===== config.mk =====
export PLATFORM = sky130hd
export DESIGN_NAME = alu_step_sequencer
export DESIGN_NICKNAME = d
export VERILOG_FILES = /design/src/rtl/alu_seq_pkg.sv /design/src/rtl/reg_onehot_dec.sv /design/src/rtl/alu_step_sequencer.sv
export SDC_FILE = /design/constraint.sdc
export NUM_CORES = 1
export LEC_CHECK = 0
export ABC_AREA = 1
export BUFFER_PORTS_ARGS = -buffer_cell sky130_fd_sc_hd__buf_2
export CAP_MARGIN = 20
export CORE_MARGIN = 4
export CORE_UTILIZATION = 35
export DETAILED_ROUTE_END_ITERATION = 10
export GPL_TIMING_DRIVEN = 1
export SLEW_MARGIN = 10
export SYNTH_ARGS = -nofsm -noshare
export SYNTH_HDL_FRONTEND = slang
export SYNTH_HIERARCHICAL = 1
export SYNTH_SLANG_ARGS = --single-unit
export TNS_END_PERCENT = 10

===== constraint.sdc =====
create_clock -name Clock -period 3.5 [get_ports Clock]
set_clock_uncertainty 0.15 [all_clocks]
set_input_delay 0.175 -clock Clock [delete_from_list [all_inputs] [get_ports Clock]]
set_output_delay 0.175 -clock Clock [all_outputs]
set_load 0.03 [all_outputs]

===== src/rtl/alu_seq_pkg.sv =====
// alu_seq_pkg: state encoding, opcode constants, IR field positions and
// decode helpers shared by the alu_step_sequencer control-step generator.
package alu_seq_pkg;

  typedef enum logic [3:0] {
    ST_IDLE, ST_T0, ST_T1, ST_T2, ST_T3, ST_T4, ST_T5, ST_T6, ST_DONE, ST_ILL
  } state_t;

  typedef enum logic [1:0] {
    CLS_BINARY, CLS_UNARY, CLS_WIDE, CLS_ILLEGAL
  } op_class_t;

  // Field widths and offsets counted down from the IR MSB
  localparam int OP_W   = 5;
  localparam int REG_W  = 4;
  localparam int RA_OFS = 5;
  localparam int RB_OFS = 9;
  localparam int RC_OFS = 13;

  localparam logic [OP_W-1:0] OP_ADD = 5'b00011;
  localparam logic [OP_W-1:0] OP_SUB = 5'b00100;
  localparam logic [OP_W-1:0] OP_AND = 5'b00101;
  localparam logic [OP_W-1:0] OP_OR  = 5'b00110;
  localparam logic [OP_W-1:0] OP_SHR = 5'b00111;
  localparam logic [OP_W-1:0] OP_SHL = 5'b01000;
  localparam logic [OP_W-1:0] OP_ROR = 5'b01001;
  localparam logic [OP_W-1:0] OP_ROL = 5'b01010;
  localparam logic [OP_W-1:0] OP_MUL = 5'b01110;
  localparam logic [OP_W-1:0] OP_DIV = 5'b01111;
  localparam logic [OP_W-1:0] OP_NEG = 5'b10000;
  localparam logic [OP_W-1:0] OP_NOT = 5'b10001;

  // Single-bit datapath controls plus the ALU operation, registered as one word
  typedef struct packed {
    logic pc_out;
    logic mdr_out;
    logic zhigh_out;
    logic zlow_out;
    logic mar_in;
    logic pc_in;
    logic mdr_in;
    logic ir_in;
    logic y_in;
    logic inc_pc;
    logic read;
    logic zhigh_in;
    logic zlow_in;
    logic hi_in;
    logic lo_in;
    logic busy;
    logic done;
    logic illegal;
    logic [OP_W-1:0] alu_op;
  } ctrl_t;

  function automatic op_class_t op_class(input logic [OP_W-1:0] opcode);
    op_class_t cls;
    cls = CLS_ILLEGAL;
    case (opcode)
      OP_ADD, OP_SUB, OP_AND, OP_OR,
      OP_SHR, OP_SHL, OP_ROR, OP_ROL: cls = CLS_BINARY;
      OP_NEG, OP_NOT:                 cls = CLS_UNARY;
      OP_MUL, OP_DIV:                 cls = CLS_WIDE;
      default:                        cls = CLS_ILLEGAL;
    endcase
    return cls;
  endfunction

  function automatic logic reg_ok(input logic [REG_W-1:0] idx, input int num_regs);
    return int'(idx) < num_regs;
  endfunction

endpackage


===== src/rtl/reg_onehot_dec.sv =====
// reg_onehot_dec: register index to one-hot select with enable; indices at or
// beyond NUM_REGS produce an all-zero vector.
module reg_onehot_dec #(
  parameter int NUM_REGS = 16,
  parameter int IDX_W    = 4
) (
  input  logic                en,
  input  logic [IDX_W-1:0]    idx,
  output logic [NUM_REGS-1:0] onehot
);

  // Set the single bit that matches the index when enabled
  always_comb begin
    onehot = '0;
    for (int i = 0; i < NUM_REGS; i++) begin
      if (en && (idx == IDX_W'(i))) onehot[i] = 1'b1;
    end
  end

endmodule


===== src/rtl/alu_step_sequencer.sv =====
// alu_step_sequencer: clocked T0..T6 control-step generator for Mini SRC
// register-to-register ALU instructions. Outputs are Moore, registered from
// the next state. Clear is an asynchronous active-low reset.
// Optional feature: define ALU_SEQ_WIDE_EN to enable the MUL/DIV wide path
// (T6, ZHighIn, LOin, HIin); otherwise MUL/DIV decode as illegal.
module alu_step_sequencer
  import alu_seq_pkg::*;
#(
  parameter int DATA_W   = 32,
  parameter int NUM_REGS = 16,
  parameter int MEM_LAT  = 1
) (
  input  logic                Clock,
  input  logic                Clear,
  input  logic                Start,
  input  logic [DATA_W-1:0]   IR,
  output logic                PCout,
  output logic                MDRout,
  output logic                Zhighout,
  output logic                Zlowout,
  output logic                MARin,
  output logic                PCin,
  output logic                MDRin,
  output logic                IRin,
  output logic                Yin,
  output logic                IncPC,
  output logic                Read,
  output logic                ZHighIn,
  output logic                ZLowIn,
  output logic                HIin,
  output logic                LOin,
  output logic [4:0]          ALUop,
  output logic [NUM_REGS-1:0] Rin,
  output logic [NUM_REGS-1:0] Rout,
  output logic                Busy,
  output logic                Done,
  output logic                Illegal
);

  localparam int CNT_W = (MEM_LAT > 1) ? $clog2(MEM_LAT) : 1;
  localparam logic [CNT_W-1:0] CNT_LOAD = CNT_W'(MEM_LAT - 1);

  state_t              state, next_state;
  logic [CNT_W-1:0]    cnt, next_cnt;
  logic [OP_W-1:0]     ir_op, op_q, sel_op;
  logic [REG_W-1:0]    ir_ra, ir_rb, ir_rc;
  logic [REG_W-1:0]    ra_q, rb_q, rc_q;
  logic [REG_W-1:0]    sel_ra, sel_rb, sel_rc;
  op_class_t           sel_class;
  ctrl_t               ctrl_d, ctrl_q;
  logic                rin_en, rout_en;
  logic [REG_W-1:0]    rin_idx, rout_idx;
  logic [NUM_REGS-1:0] rin_d, rout_d, rin_q, rout_q;
  logic                unused_ir_low;

  assign ir_op = IR[DATA_W-1 -: OP_W];
  assign ir_ra = IR[DATA_W-1-RA_OFS -: REG_W];
  assign ir_rb = IR[DATA_W-1-RB_OFS -: REG_W];
  assign ir_rc = IR[DATA_W-1-RC_OFS -: REG_W];
  assign unused_ir_low = ^IR[DATA_W-1-RC_OFS-REG_W:0];

  // While leaving T2 the live IR is decoded (it is latched on that same edge);
  // from T3 onward only the latched copy is used, so later IR changes are ignored.
  assign sel_op = (state == ST_T2) ? ir_op : op_q;
  assign sel_ra = (state == ST_T2) ? ir_ra : ra_q;
  assign sel_rb = (state == ST_T2) ? ir_rb : rb_q;
  assign sel_rc = (state == ST_T2) ? ir_rc : rc_q;

  // Classify the selected instruction, folding in register-range and build options
  always_comb begin
    sel_class = op_class(sel_op);
`ifdef ALU_SEQ_WIDE_EN
`else
    if (sel_class == CLS_WIDE) sel_class = CLS_ILLEGAL;
`endif
    if (!reg_ok(sel_ra, NUM_REGS) || !reg_ok(sel_rb, NUM_REGS) || !reg_ok(sel_rc, NUM_REGS))
      sel_class = CLS_ILLEGAL;
  end

  // Next-state and memory-wait counter
  always_comb begin
    next_state = state;
    next_cnt   = cnt;
    case (state)
      ST_IDLE: if (Start) next_state = ST_T0;
      ST_T0: begin
        next_state = ST_T1;
        next_cnt   = CNT_LOAD;
      end
      ST_T1: begin
        if (cnt == '0) next_state = ST_T2;
        else           next_cnt   = cnt - 1'b1;
      end
      ST_T2: next_state = ST_T3;
      ST_T3: begin
        case (sel_class)
          CLS_ILLEGAL: next_state = ST_ILL;
          CLS_UNARY:   next_state = ST_T5;
          default:     next_state = ST_T4;
        endcase
      end
      ST_T4: next_state = ST_T5;
`ifdef ALU_SEQ_WIDE_EN
      ST_T5: next_state = (sel_class == CLS_WIDE) ? ST_T6 : ST_DONE;
      ST_T6: next_state = ST_DONE;
`else
      ST_T5: next_state = ST_DONE;
`endif
      ST_DONE: next_state = ST_IDLE;
      ST_ILL:  next_state = ST_IDLE;
      default: next_state = ST_IDLE;
    endcase
  end

  // Control word for the upcoming state; Busy also covers the ILL terminal cycle
  always_comb begin
    ctrl_d      = '0;
    rin_en      = 1'b0;
    rout_en     = 1'b0;
    rin_idx     = sel_ra;
    rout_idx    = sel_rb;
    ctrl_d.busy = (next_state != ST_IDLE);
    case (next_state)
      ST_T0: begin
        ctrl_d.pc_out = 1'b1;
        ctrl_d.mar_in = 1'b1;
        ctrl_d.inc_pc = 1'b1;
        ctrl_d.pc_in  = 1'b1;
      end
      ST_T1: begin
        ctrl_d.read   = 1'b1;
        ctrl_d.mdr_in = 1'b1;
      end
      ST_T2: begin
        ctrl_d.mdr_out = 1'b1;
        ctrl_d.ir_in   = 1'b1;
      end
      ST_T3: begin
        if (sel_class != CLS_ILLEGAL) begin
          rout_en = 1'b1;
          if (sel_class == CLS_UNARY) begin
            ctrl_d.alu_op  = sel_op;
            ctrl_d.zlow_in = 1'b1;
          end else begin
            ctrl_d.y_in = 1'b1;
          end
        end
      end
      ST_T4: begin
        rout_en        = 1'b1;
        rout_idx       = sel_rc;
        ctrl_d.alu_op  = sel_op;
        ctrl_d.zlow_in = 1'b1;
`ifdef ALU_SEQ_WIDE_EN
        if (sel_class == CLS_WIDE) ctrl_d.zhigh_in = 1'b1;
`endif
      end
      ST_T5: begin
        ctrl_d.zlow_out = 1'b1;
        ctrl_d.alu_op   = sel_op;
`ifdef ALU_SEQ_WIDE_EN
        if (sel_class == CLS_WIDE) ctrl_d.lo_in = 1'b1;
        else                       rin_en       = 1'b1;
`else
        rin_en = 1'b1;
`endif
      end
`ifdef ALU_SEQ_WIDE_EN
      ST_T6: begin
        ctrl_d.zhigh_out = 1'b1;
        ctrl_d.hi_in     = 1'b1;
      end
`endif
      ST_DONE: ctrl_d.done    = 1'b1;
      ST_ILL:  ctrl_d.illegal = 1'b1;
      default: ;
    endcase
  end

  reg_onehot_dec #(.NUM_REGS(NUM_REGS), .IDX_W(REG_W)) u_rin_dec (
    .en     (rin_en),
    .idx    (rin_idx),
    .onehot (rin_d)
  );

  reg_onehot_dec #(.NUM_REGS(NUM_REGS), .IDX_W(REG_W)) u_rout_dec (
    .en     (rout_en),
    .idx    (rout_idx),
    .onehot (rout_d)
  );

  // State register and memory-wait counter
  always_ff @(posedge Clock or negedge Clear) begin
    if (!Clear) begin
      state <= ST_IDLE;
      cnt   <= '0;
    end else begin
      state <= next_state;
      cnt   <= next_cnt;
    end
  end

  // Capture opcode and register fields as the sequencer enters T3
  always_ff @(posedge Clock or negedge Clear) begin
    if (!Clear) begin
      op_q <= '0;
      ra_q <= '0;
      rb_q <= '0;
      rc_q <= '0;
    end else if (state == ST_T2) begin
      op_q <= ir_op;
      ra_q <= ir_ra;
      rb_q <= ir_rb;
      rc_q <= ir_rc;
    end
  end

  // Registered outputs so every control changes only on the rising clock
  always_ff @(posedge Clock or negedge Clear) begin
    if (!Clear) begin
      ctrl_q <= '0;
      rin_q  <= '0;
      rout_q <= '0;
    end else begin
      ctrl_q <= ctrl_d;
      rin_q  <= rin_d;
      rout_q <= rout_d;
    end
  end

  assign PCout    = ctrl_q.pc_out;
  assign MDRout   = ctrl_q.mdr_out;
  assign Zhighout = ctrl_q.zhigh_out;
  assign Zlowout  = ctrl_q.zlow_out;
  assign MARin    = ctrl_q.mar_in;
  assign PCin     = ctrl_q.pc_in;
  assign MDRin    = ctrl_q.mdr_in;
  assign IRin     = ctrl_q.ir_in;
  assign Yin      = ctrl_q.y_in;
  assign IncPC    = ctrl_q.inc_pc;
  assign Read     = ctrl_q.read;
  assign ZHighIn  = ctrl_q.zhigh_in;
  assign ZLowIn   = ctrl_q.zlow_in;
  assign HIin     = ctrl_q.hi_in;
  assign LOin     = ctrl_q.lo_in;
  assign ALUop    = ctrl_q.alu_op;
  assign Busy     = ctrl_q.busy;
  assign Done     = ctrl_q.done;
  assign Illegal  = ctrl_q.illegal;
  assign Rin      = rin_q;
  assign Rout     = rout_q;

endmodule

---- After elaboration in Yosys (flattened, before gate mapping) ----
Memory sizes are Yosys's and may differ from the RTL's.
Index checks and enable logic that the tools add are counted.
word-level totals
  bits in registers ....................... 70
  ROM bits ................................ 64
  memories ................................ 1
memory list
  memory            words  bits a word  read ports  clocked after memory_dff  write ports  RTL line           text
  (name not given)  32     2            1           0                         0            alu_seq_pkg.sv:59  case (opcode)
operators by class
  $add $sub $neg .......................... 1
  equal/unequal tests ..................... 48
  multiplexer cells ....................... 62
  reductions and logical operators ........ 38
operators by type and width
  kind                                                             count
  4-bit == test, second input constant                             18
  4-bit by 3-bit == test with 1-bit output, second input constant  14
  1-bit 2-to-1 mux                                                 45
  4-bit by 2-bit == test with 1-bit output, second input constant  8
  1-bit logical AND                                                32
  4-bit one-hot mux with 7 select lines                            1
  4-bit 2-to-1 mux                                                 6
  4-bit by 1-bit == test with 1-bit output, second input constant  4
  5-bit 2-to-1 mux                                                 3
  4-bit zero test                                                  3
  5-bit one-hot mux with 2 select lines                            1
  4-bit one-hot mux with 2 select lines                            1
  1-bit one-hot mux with 2 select lines                            3
  2-bit == test, second input constant                             2
  2-bit 2-to-1 mux                                                 2
  4-bit nonzero test                                               1
  2-bit by 1-bit == test with 1-bit output, second input constant  1
  2-bit != test, second input constant                             1
  2-bit nonzero test                                               1
  2-bit OR reduction                                               1
  1-bit subtractor, second input constant                          1

---- Longest topological paths before layout ----
Gate-level depths: netlist (run 1).
An unclocked memory read counts as a cell.
  depth after elaboration ................. 13
  depth in mapped cells ................... 20
  gate-level depth less buffers ........... 18

---- Hierarchy ----
Netlist (run 1), hierarchy kept.
modules (own cells, without submodules)
  module              instances  cells each  area an instance (µm²)  sequential area each (µm²)
  alu_step_sequencer  1          209         2411.1                  1676.6
  reg_onehot_dec      2          33          140.1                   0.0

---- Worst setup path before layout (run 1) ----
OpenSTA, ideal clock, no wires.
  kind .................................... register to register
  from .................................... reg state[3]
  to ...................................... reg rout_q[0] (netlist: Rout[0])
  data arrival time ....................... 1.921 ns
  data required time ...................... 3.231 ns
  setup slack ............................. 1.310 ns
  cell stages (with the launch flop) ...... 17
  buffers on the path ..................... 2
  clock period less this slack ............ 2.190 ns
  path through ............................ dfrtp_1 > nor2_4 > nand2_4 > buf_6 > nand2_4 > nand2_4 > nor2_2 > nand3_2 > a21oi_1 > nor2_2 > nand2_4 > buf_6 > nand2_2 > o21ai_2 > inv_1 > nand2_1 > nor2_1
between the ends
  longest elaborated chain between the ends .. 13
  elaborated cells on any way between the ends .. 28
  those cells by class .................... eq/ne (12); mux (12); reduce/logical (3); memory (1)
ends and longest elaborated chain
  element                                                                           RTL line                   text
  start, declared                                                                   alu_step_sequencer.sv:43   state_t state, next_state;
  start signal, assigned                                                            alu_step_sequencer.sv:198  state <= next_state;
  4-bit by 2-bit == test with 1-bit output (*)                                      alu_step_sequencer.sv:64   assign sel_op = (state == ST_T2) ? ir_op : op_q;
  5-bit 2-to-1 mux (*)                                                              n/a
  via sel_op[1]                                                                     alu_step_sequencer.sv:45   logic [OP_W-1:0] ir_op, op_q, sel_op;
  memory read 32 x 2 bit (*)                                                        n/a
  2-bit == test                                                                     alu_step_sequencer.sv:74   if (sel_class == CLS_WIDE) sel_class = CLS_ILLEGAL;
  2-bit 2-to-1 mux (*)                                                              alu_step_sequencer.sv:74
  2-bit by 1-bit == test with 1-bit output / 2-bit == test (equally long branches)  alu_step_sequencer.sv:96   case (sel_class)
  4-bit one-hot mux with 2 select lines (*)                                         alu_step_sequencer.sv:96
  4-bit one-hot mux with 7 select lines (*)                                         alu_step_sequencer.sv:84   case (state)
  4-bit by 3-bit == test with 1-bit output (*)                                      alu_step_sequencer.sv:123  case (next_state)
  4-bit 2-to-1 mux (*)                                                              alu_step_sequencer.sv:123
  via rout_idx[2]                                                                   alu_step_sequencer.sv:52   logic [REG_W-1:0] rin_idx, rout_idx;
  4-bit zero test (*)                                                               reg_onehot_dec.sv:16       if (en && (idx == IDX_W'(i))) onehot[i] = 1'b1;
  1-bit logical AND (*)                                                             reg_onehot_dec.sv:16
  1-bit 2-to-1 mux (*)                                                              reg_onehot_dec.sv:16
  via rout_d[0]                                                                     alu_step_sequencer.sv:53   logic [NUM_REGS-1:0] rin_d, rout_d, rin_q, rout_q;
  end signal, assigned                                                              alu_step_sequencer.sv:227  rout_q <= rout_d;
  end, declared                                                                     alu_step_sequencer.sv:53
The timed path passes the listed nets; every way through them passes the cells marked *.
A chain may end at the register's enable or synchronous reset.

---- Worst setup path in the final report (run 1) ----
  from .................................... reg state[0]
  to ...................................... reg rout_q[8] (netlist: Rout[8])
between the ends
  longest elaborated chain between the ends .. 13
  elaborated cells on any way between the ends .. 28
  those cells by class .................... eq/ne (13); mux (12); reduce/logical (2); memory (1)
ends and longest elaborated chain
  element                                                                           RTL line
  4-bit by 2-bit == test with 1-bit output (*)                                      alu_step_sequencer.sv:64
  5-bit 2-to-1 mux (*)                                                              n/a
  via sel_op[0]                                                                     alu_step_sequencer.sv:45
  memory read 32 x 2 bit (*)                                                        n/a
  2-bit == test                                                                     alu_step_sequencer.sv:74
  2-bit 2-to-1 mux (*)                                                              alu_step_sequencer.sv:74
  2-bit by 1-bit == test with 1-bit output / 2-bit == test (equally long branches)  alu_step_sequencer.sv:96
  4-bit one-hot mux with 2 select lines (*)                                         alu_step_sequencer.sv:96
  4-bit one-hot mux with 7 select lines (*)                                         alu_step_sequencer.sv:84
  via next_state[2]                                                                 alu_step_sequencer.sv:43
  4-bit by 3-bit == test with 1-bit output (*)                                      alu_step_sequencer.sv:123
  4-bit 2-to-1 mux (*)                                                              alu_step_sequencer.sv:123
  via rout_idx[0]                                                                   alu_step_sequencer.sv:52
  4-bit == test (*)                                                                 reg_onehot_dec.sv:16
  1-bit logical AND (*)                                                             reg_onehot_dec.sv:16
  1-bit 2-to-1 mux (*)                                                              reg_onehot_dec.sv:16
  via rout_d[8]                                                                     alu_step_sequencer.sv:53
Marked as above.

==> results_dict.tcl, run 1 <==
set metrics [dict create \
    outcome "finished, final reports clean" \
    required_ns 3.61 \
    start_util 0.365 \
    grt_pass1_wl_mm 9.49 \
    synth_top_area_share 0.623 \
    max_freq_mhz 401 \
    rsz0062_at_grt "no" \
    finalNetCount 395 \
    most-common-layout-cells "70 x buf_2, 67 x dfrtp_1, 67 x nand2_1" \
    clk_pin_slew_worst_paths_ns 0.07 \
    worstSetupEndpointType "flip-flop" \
    route.vias.total 1977 \
    chipHeight_um 95.7 \
    drt-pass1-iter-count 4 \
    synth_area_leaders "dfrtp_1 62%, nand2_1 9.3%, nor2_1 5.6%" \
    cts_inserted_buffers 9 \
    pre_cts_slack_ns 0.973 \
    die_area_um2 9160 \
    hold_viol 0 \
    leakagePower_nw 1.93 \
    drv_cap 0 \
    fin_setup_tns_ns 0 \
    slew_viol_final 0 \
    viasPerCell 4.26 \
    yosysWarnings 6 \
    min_period_ns 2.49 \
    final_common_cell "buf_2" \
    cts_tree "yes" \
    rows 31 \
    dr.first_iter.drc_count 61 \
    antenna_left 0 \
    fill_cells 718 \
    grt_pass1_vias 2009 \
    grt_max_degree 48 \
    dp_hpwl_mm 3.99 \
    fin_ws_ns 1.01 \
    crit_type "reg2reg" \
    antenna_cells 0 \
    peakVddDrop_uv 265 \
    gp_congestion 0.867 \
    root_buffer "clkbuf_8" \
    track_usage 0.138 \
    syn2layout_area_growth_pct 27.0 \
    htreeDepth 3 \
    drcViolationCount 0 \
    top_level_ports 90 \
    start_kind "flip-flop" \
    post_cts_resized 0 \
    grt_overflow 0 \
    arrival_ns 2.60 \
    cp_max_fo 23 \
    fp.coreArea_um2 7370 \
    io_buffers 70 \
    insertion_delay_ns 0.33 \
    synth_cells 275 \
    finalCritPeriodShare 0.712 \
    antenna_found_initial 0 \
    yosys.area.top_type "dfrtp_1" \
    synth_seq_cells 67 \
    ys_types 22 \
    final_layout_size_suffix_gt1_frac 0.334 \
    die_x_um 95.7 \
    power_density_nw_per_um2 851 \
    syn_area_per_cell_um2 9.79 \
    clockBufferDepth 2 \
    hold_class "in2reg" \
    wire_per_inst_um 12.1 \
    setup_viol 0 \
    synth-seq-area-share 0.623 \
    syn_area_um2 2690 \
    clock_sinks 67 \
    drt_wl_total_mm 5.60 \
]
-- per-stage QoR --
step                cell area (um^2)  hold WS [ns]  std cells  total power (W)  utilization
floorplan                       2700        -0.271        278          0.00205            -
global placement                3090         0.259        436          0.00228        0.420
detailed placement              3090         0.255        436          0.00231        0.420
CTS                             3400       0.00226        463          0.00295        0.461
global route                    3420        0.0124        464          0.00315        0.464
finish                          3420        0.0156        464          0.00291        0.464
-- area by class of cell --
type | instances | area, um^2 | share of cell area
Tap cell | 99 | 124 | 0.0362
Multi-Input combinational cell | 168 | 816 | 0.239
Inverter | 30 | 113 | 0.0329
Clock inverter | 6 | 66.3 | 0.0194
Clock buffer | 10 | 128 | 0.0373
Timing Repair Buffer | 84 | 495 | 0.145
Sequential cell | 67 | 1680 | 0.490
-- state kept, by name (all words and copies together), names as in the netlist, 4 cells and up --
name,flops
ALUop,5
Rin,16
Rout,16
op_q,5
ra_q,4
rb_q,4
rc_q,4
state,4
-- where the power goes --
part | leakage, nW | switching (W) | internal (W)
combinational | 0.946 | 0.000907 | 0.000358
clock | 0.0885 | 0.000289 | 0.000329
sequential | 0.894 | 0.0000711 | 0.000955
total | 1.93 | 0.00127 | 0.00164
-- worst max-delay path, cell delays in order (launching register included) --
cell     delay (ns)
dfrtp_1        0.45
nand2_2        0.09
inv_2          0.05
nand2_4        0.23
nand2_1        0.08
nand2_1        0.15
nand2_2        0.08
nand3_1        0.08
nand3_2        0.10
nand2_2        0.10
nand2_1        0.07
nand2_2        0.09
nand2_4        0.12
nand2_1        0.10
o21ai_2        0.10
nor2_1         0.18
inv_1          0.07
nor2_1         0.12
-- final timing paths --
kind	endpoint	startpoint	cells after the start	slack [ns]
hold reg to reg	rb_q[0]	rb_q[0]	2	0.33
setup reg to reg	Rout[8]	state[0]	17	1.01
setup / recovery	Rout[8]	state[0]	17	1.01
hold / removal	op_q[1]	IR[28]	3	0.02
min in group asynchronous	Rin[7]	Clear	2	0.13
max in group asynchronous	rc_q[2]	Clear	4	2.24
-- logic make-up after synthesis --
| group | count (synthesis) | share of synthesized area |
|---|---|---|
| AO/OA/AOI/OAI | 12 | 0.0339 |
| buffers and inverters | 43 | 0.0781 |
| flip-flops | 67 | 0.623 |
| other | 1 | 0.00139 |
| AND/OR/NAND/NOR | 152 | 0.264 |
-- timing repair --
action,4_1_cts,5_1_grt
hold buffers,11,0
endpoints found under the hold margin,56,0
setup buffers,0,0
-- synth_stat cells (all sizes together) --
cell type / count
nor3: 7
a21boi: 1
o21ai: 7
nand3: 16
inv: 30
o211ai: 1
a21oi: 3
and2: 4
nor2: 43
conb: 1
or2: 2
clkbuf: 2
buf: 11
dfrtp: 67
nand2: 80
-- layer usage --
metal	vias up	share of wire	global-route usage
met3	11	0.083	0.0508
li1	989	-	-
met2	55	0.44	0.200
met5	-	0	0
met1	922	0.45	0.180
met4	0	0.022	0.0723
Power figures use the tool's default switching activity.
==> inputs of run 2 (changes only) <==
Clock period 3.5 ns to 2.2 ns, I/O delays scaled along.
==> run 2 against run 1 <==
  * The flow now finishes with violations (setup timing)
  * Combinational power increased by 130%
  * Worst setup slack got worse by 1.2 ns
  * Fmax increased by 4.1%
  * Count of clock-buffer cells in the layout unchanged
  * Utilization increased by 6.1 points
  * Via count increased by 7.1%
  * Largest power group unchanged
  * Register-to-register slack got worse by 1.2 ns
  * Flip-flop and latch count unchanged
  * Sequential power increased by 57%
==> results_dict.tcl, run 2 (synthesis gave the netlist of run 1 again) <==
set metrics [dict create \
    dp_hpwl_mm 4.32 \
    grt_max_degree 33 \
    swShare 0.418 \
    p_seq_frac 0.289 \
    p_total_w 0.00563 \
    finalCritPeriodShare 1.09 \
    clockBufferDepth 2 \
    finalNetCount 427 \
    chipHeight_um 95.7 \
    clk_pin_slew_worst_paths_ns 0.07 \
    syn2layout_area_growth_pct 43.8 \
    clock_sinks 67 \
    cts_tree "yes" \
    drv_cap 0 \
    hold_class "in2reg" \
    hold_depth 4 \
    rsz0062_at_grt "yes" \
    peakVddDrop_uv 493 \
    rows 31 \
    slew_viol_final 0 \
    root_buffer "clkbuf_8" \
    viasPerCell 4.27 \
    power_density_nw_per_um2 1450 \
    rr_worst_depth 18 \
    crit_type "reg2reg" \
    grt_pass1_vias 2134 \
    required_ns 2.28 \
    final_layout_size_suffix_gt1_frac 0.423 \
    hold_viol 0 \
    top_level_ports 90 \
    cp_max_fo 6 \
    wire_per_inst_um 12.4 \
    violations "setup timing" \
    leakagePower_nw 2.13 \
    io_buffers 70 \
    fin_area_um2 3870 \
    p_int_w 0.00328 \
    route.vias.total 2117 \
    setup_viol 22 \
    start_kind "flip-flop" \
    htreeDepth 3 \
    grt_overflow 0 \
    track_usage 0.142 \
    grt_pass1_wl_mm 9.94 \
    start_util 0.365 \
    p_sw_w 0.00235 \
    fin_ws_ns -0.193 \
    final_common_cell "buf_2" \
    rrSetupSlack_ns -0.19 \
    drt_wl_total_mm 6.14 \
    drt-pass1-iter-count 4 \
    arrival_ns 2.47 \
    dpl-instance-area_um2 3260 \
    p_clk_frac 0.201 \
    gp_congestion 0.844 \
    min_period_ns 2.39 \
    worstHoldEndpoint "op_q[0]" \
    cts_inserted_buffers 9 \
    antenna_found_initial 0 \
    outcome "finished, violations left" \
    antenna_cells 0 \
    most-common-layout-cells "70 x buf_2, 67 x dfrtp_1, 58 x nand2_1" \
    min_from "IR[27]" \
    die_x_um 95.7 \
    antenna_left 0 \
    drcViolationCount 0 \
    reg2reg_from "state[3]" \
    worstSetupEndpointType "flip-flop" \
    insertion_delay_ns 0.33 \
    die_area_um2 9160 \
    max_freq_mhz 418 \
    r2r_end "Rout[13]" \
    p_comb_frac 0.511 \
    fp.coreArea_um2 7370 \
    dr.first_iter.drc_count 90 \
]
==> run 2: changes by cell type in the layout (fill, tap and decap cells not counted), sizes merged <==
cell / delta
inv: -1
nand2: +1
bufinv: +1
clkinv: +1
clkinvlp: -1
buf: +27
dlygate4sd3: +4
==> run 2: timing repair <==
item,4_1_cts,5_1_grt
setup buffers,0,8
gates resized for setup,13,25
hold endpoints to repair,50,0
cloned,0,1
hold buffers,15,0
setup endpoints to repair,16,31
pin swaps,1,0
==> run 2: critical path, stage by stage (launching register included) <==
cell and delay [ns]:
dfrtp_1 0.41, nor2_4 0.18, buf_12 0.13, nand2_8 0.08, nand2_1 0.09, nand2_2 0.06, nand2_2 0.07, nand2_1 0.06
nand2_2 0.06, nand3_2 0.08, nand2_2 0.09, nand2_2 0.07, nand2_4 0.11, nand2_8 0.09, buf_8 0.15, o21ai_4 0.19
inv_1 0.09, nand2_1 0.09, nor2_1 0.05
==> run 2: metrics by stage <==
step | worst slack (ns) | cells | util | hold WS [ns] | setup TNS, ns
2_1_floorplan | 0.0100 | 278 | - | -0.336 | 0
3_3_place_gp | -0.0731 | 456 | 0.442 | -0.0981 | -0.843
3_5_place_dp | -0.110 | 456 | 0.442 | -0.0925 | -1.40
4_1_cts | -0.0928 | 487 | 0.503 | 0.000315 | -1.17
5_1_grt | -0.360 | 496 | 0.525 | 0.0290 | -7.50
6_report | -0.193 | 496 | 0.525 | 0.0267 | -3.58
==> run 2: worst max-delay path by stage <==
stage	startpoint	end
2_1_floorplan	state[3]	Rout[0]
3_3_place_gp	state[3]	Rout[0]
3_5_place_dp	state[3]	Rout[2]
4_1_cts	state[3]	Rout[2]
5_1_grt	state[3]	Rout[0]
6_report	state[3]	Rout[13]
==> run 2: power by group through the flow <==
stage	clock network, W	logic [W]	registers [W]
6_report	0.00113	0.00287	0.00162
3_3_place_gp	0	0.00229	0.00163
4_1_cts	0.00116	0.00254	0.00162
2_1_floorplan	0	0.00140	0.00186
3_5_place_dp	0	0.00233	0.00165
5_1_grt	0.00123	0.00316	0.00166
==> run 2: metal layers <==
metal  vias up  track usage  part of all wire
met5         -            0                 0
met1       989        0.184              0.45
met3        12       0.0399             0.059
met4         0       0.0640             0.019
li1       1059            -                 -
met2        57        0.221              0.47
==> run 2: cell type report <==
type,instances,area [um^2]
fillers,706,3500
flip-flops and latches,67,1680
multi-input cells,169,961
repair buffers,115,766
clock buffers,10,138
well taps,99,124
inverters,30,118
clock inverters,6,88.8
==> inputs of run 3 (changes only) <==
Settings changed: SKIP_LAST_GASP set to 1, TNS_END_PERCENT 10 to not set.
Clock period 2.2 ns to 3 ns, I/O delays scaled along.
==> run 3 against run 2 <==
  * Clock power fell by 19%
  * Critical endpoint is now Rout[4]
  * Highest routed layer unchanged
  * Largest power group unchanged
  * Cell count fell by 5.8%
  * Critical path type unchanged
  * Die area did not move
  * The flow now finishes without violations
  * Hold slack got worse by 0.018 ns
  * Global-route usage fell by 0.11 points
==> results_dict.tcl, run 3 (synthesis gave the netlist of run 1 again) <==
set metrics [dict create \
    root_buffer "clkbuf_8" \
    outcome "finished, final reports clean" \
    peakVddDrop_uv 440 \
    htreeDepth 3 \
    relSlewSlack 0.567 \
    min_period_ns 2.52 \
    start_util 0.365 \
    cp_max_fo 23 \
    io_buffers 70 \
    final_util 0.476 \
    drcViolationCount 0 \
    dr.first_iter.drc_count 71 \
    drv_cap 0 \
    viasPerCell 4.26 \
    final_layout_size_suffix_gt1_frac 0.332 \
    finalCritPeriodShare 0.841 \
    clock_sinks 67 \
    p_sw_w 0.00151 \
    stdcell_count 467 \
    most-common-layout-cells "70 x buf_2, 67 x dfrtp_1, 67 x nand2_1" \
    grt_overflow 0 \
    cts_inserted_buffers 9 \
    insertion_delay_ns 0.34 \
    wire_per_inst_um 12.3 \
    grt_pass1_wl_mm 9.60 \
    p_comb_frac 0.411 \
    p_int_w 0.00209 \
    dp_hpwl_mm 4.14 \
    die_x_um 95.7 \
    hold_viol 0 \
    fin_area_um2 3500 \
    fin_setup_tns_ns 0 \
    p_clk_frac 0.255 \
    drt-pass1-iter-count 4 \
    cts_setup_buffers 0 \
    crit_type "reg2reg" \
    max_freq_mhz 396 \
    rsz0062_at_grt "no" \
    setup_viol 0 \
    finalNetCount 398 \
    leakagePower_nw 1.97 \
    hold_class "in2reg" \
    cts_tree "yes" \
    antenna_cells 0 \
    arrival_ns 2.65 \
    fp.coreArea_um2 7370 \
    post_cts_resized 0 \
    grt_max_degree 40 \
    antenna_found_initial 0 \
    drt_wl_total_mm 5.74 \
    clk_pin_slew_worst_paths_ns 0.08 \
    antenna_left 0 \
    start_kind "flip-flop" \
    chipHeight_um 95.7 \
    clockBufferDepth 2 \
    p_total_w 0.00360 \
    grt_pass1_vias 2055 \
    hold_depth 4 \
    rows 31 \
    worst_pin_slew_ns 0.649 \
    worstSetupEndpointType "flip-flop" \
    rr_worst_depth 15 \
    power_density_nw_per_um2 1030 \
    placedCellCount 436 \
    fill_cells 712 \
    gp_congestion 0.879 \
    syn2layout_area_growth_pct 30.2 \
    final_common_cell "buf_2" \
    p_seq_frac 0.334 \
    required_ns 3.13 \
    track_usage 0.141 \
    slew_viol_final 0 \
    top_level_ports 90 \
    swShare 0.419 \
    dpl-instance-area_um2 3110 \
    die_area_um2 9160 \
    route.vias.total 1990 \
]
run 3: timing repair:
item                       CTS  global route
setup endpoints to repair    0             0
hold endpoints to repair    44             0
hold buffers                15             0
run 3: metal layers:
metal / track usage / vias up / wire length [um] / part of all wire
met5: 0 / - / 0 / 0
met4: 0.0723 / 0 / 106 / 0.018
met3: 0.0524 / 9 / 443 / 0.077
met2: 0.218 / 56 / 2660 / 0.46
met1: 0.172 / 922 / 2520 / 0.44
li1: - / 1003 / - / -
run 3: path summary, 6_finish.rpt:
check / from / to / slack (ns)
worst max register to register: state[3] / Rout[4] / 0.48
min in group asynchronous: Clear / Rin[8] / 0.22
worst min register to register: rb_q[3] / rb_q[3] / 0.33
worst min-delay path: IR[17] / rc_q[2] / 0.008
worst max-delay path: state[3] / Rout[4] / 0.48
max in group asynchronous: Clear / rc_q[0] / 1.87
run 3: cell type report:
cell class,count,area (um^2),share of cell area
timing repair buffer,87,528,0.151
inverter,30,113,0.0321
multi-input combinational,168,816,0.233
clock buffer,9,124,0.0353
tap,99,124,0.0353
sequential,67,1680,0.478
clock inverter,7,124,0.0353
run 3: critical path, cell delays in order (launching register included):
cell and delay, ns:
dfrtp_1 0.42, nor2_4 0.18, nand2_4 0.20, o21ai_2 0.27, inv_1 0.10, nand2_1 0.09, nand3_2 0.07, nand2_2 0.10
nand2_1 0.07, nand2_2 0.09, nand2_4 0.13, nand2_1 0.11, o21ai_2 0.10, nor2_1 0.19, nand2_1 0.10, nor2_1 0.09
run 3: metrics by stage:
step	worst slack, ns	hold slack (ns)
after floorplan	0.810	-0.296
after global placement	0.535	0.0595
after detailed placement	0.460	0.0731
after CTS	0.449	0.00132
after global routing	0.178	0.0183
final	0.477	0.00824
run 3: power by group through the flow:
stage / clock network (W) / registers (W) / logic, W
floorplan: 0 / 0.00136 / 0.00103
global placement: 0 / 0.00121 / 0.00145
detailed placement: 0 / 0.00122 / 0.00147
CTS: 0.000943 / 0.00120 / 0.00149
global route: 0.000982 / 0.00122 / 0.00167
finish: 0.000918 / 0.00120 / 0.00148
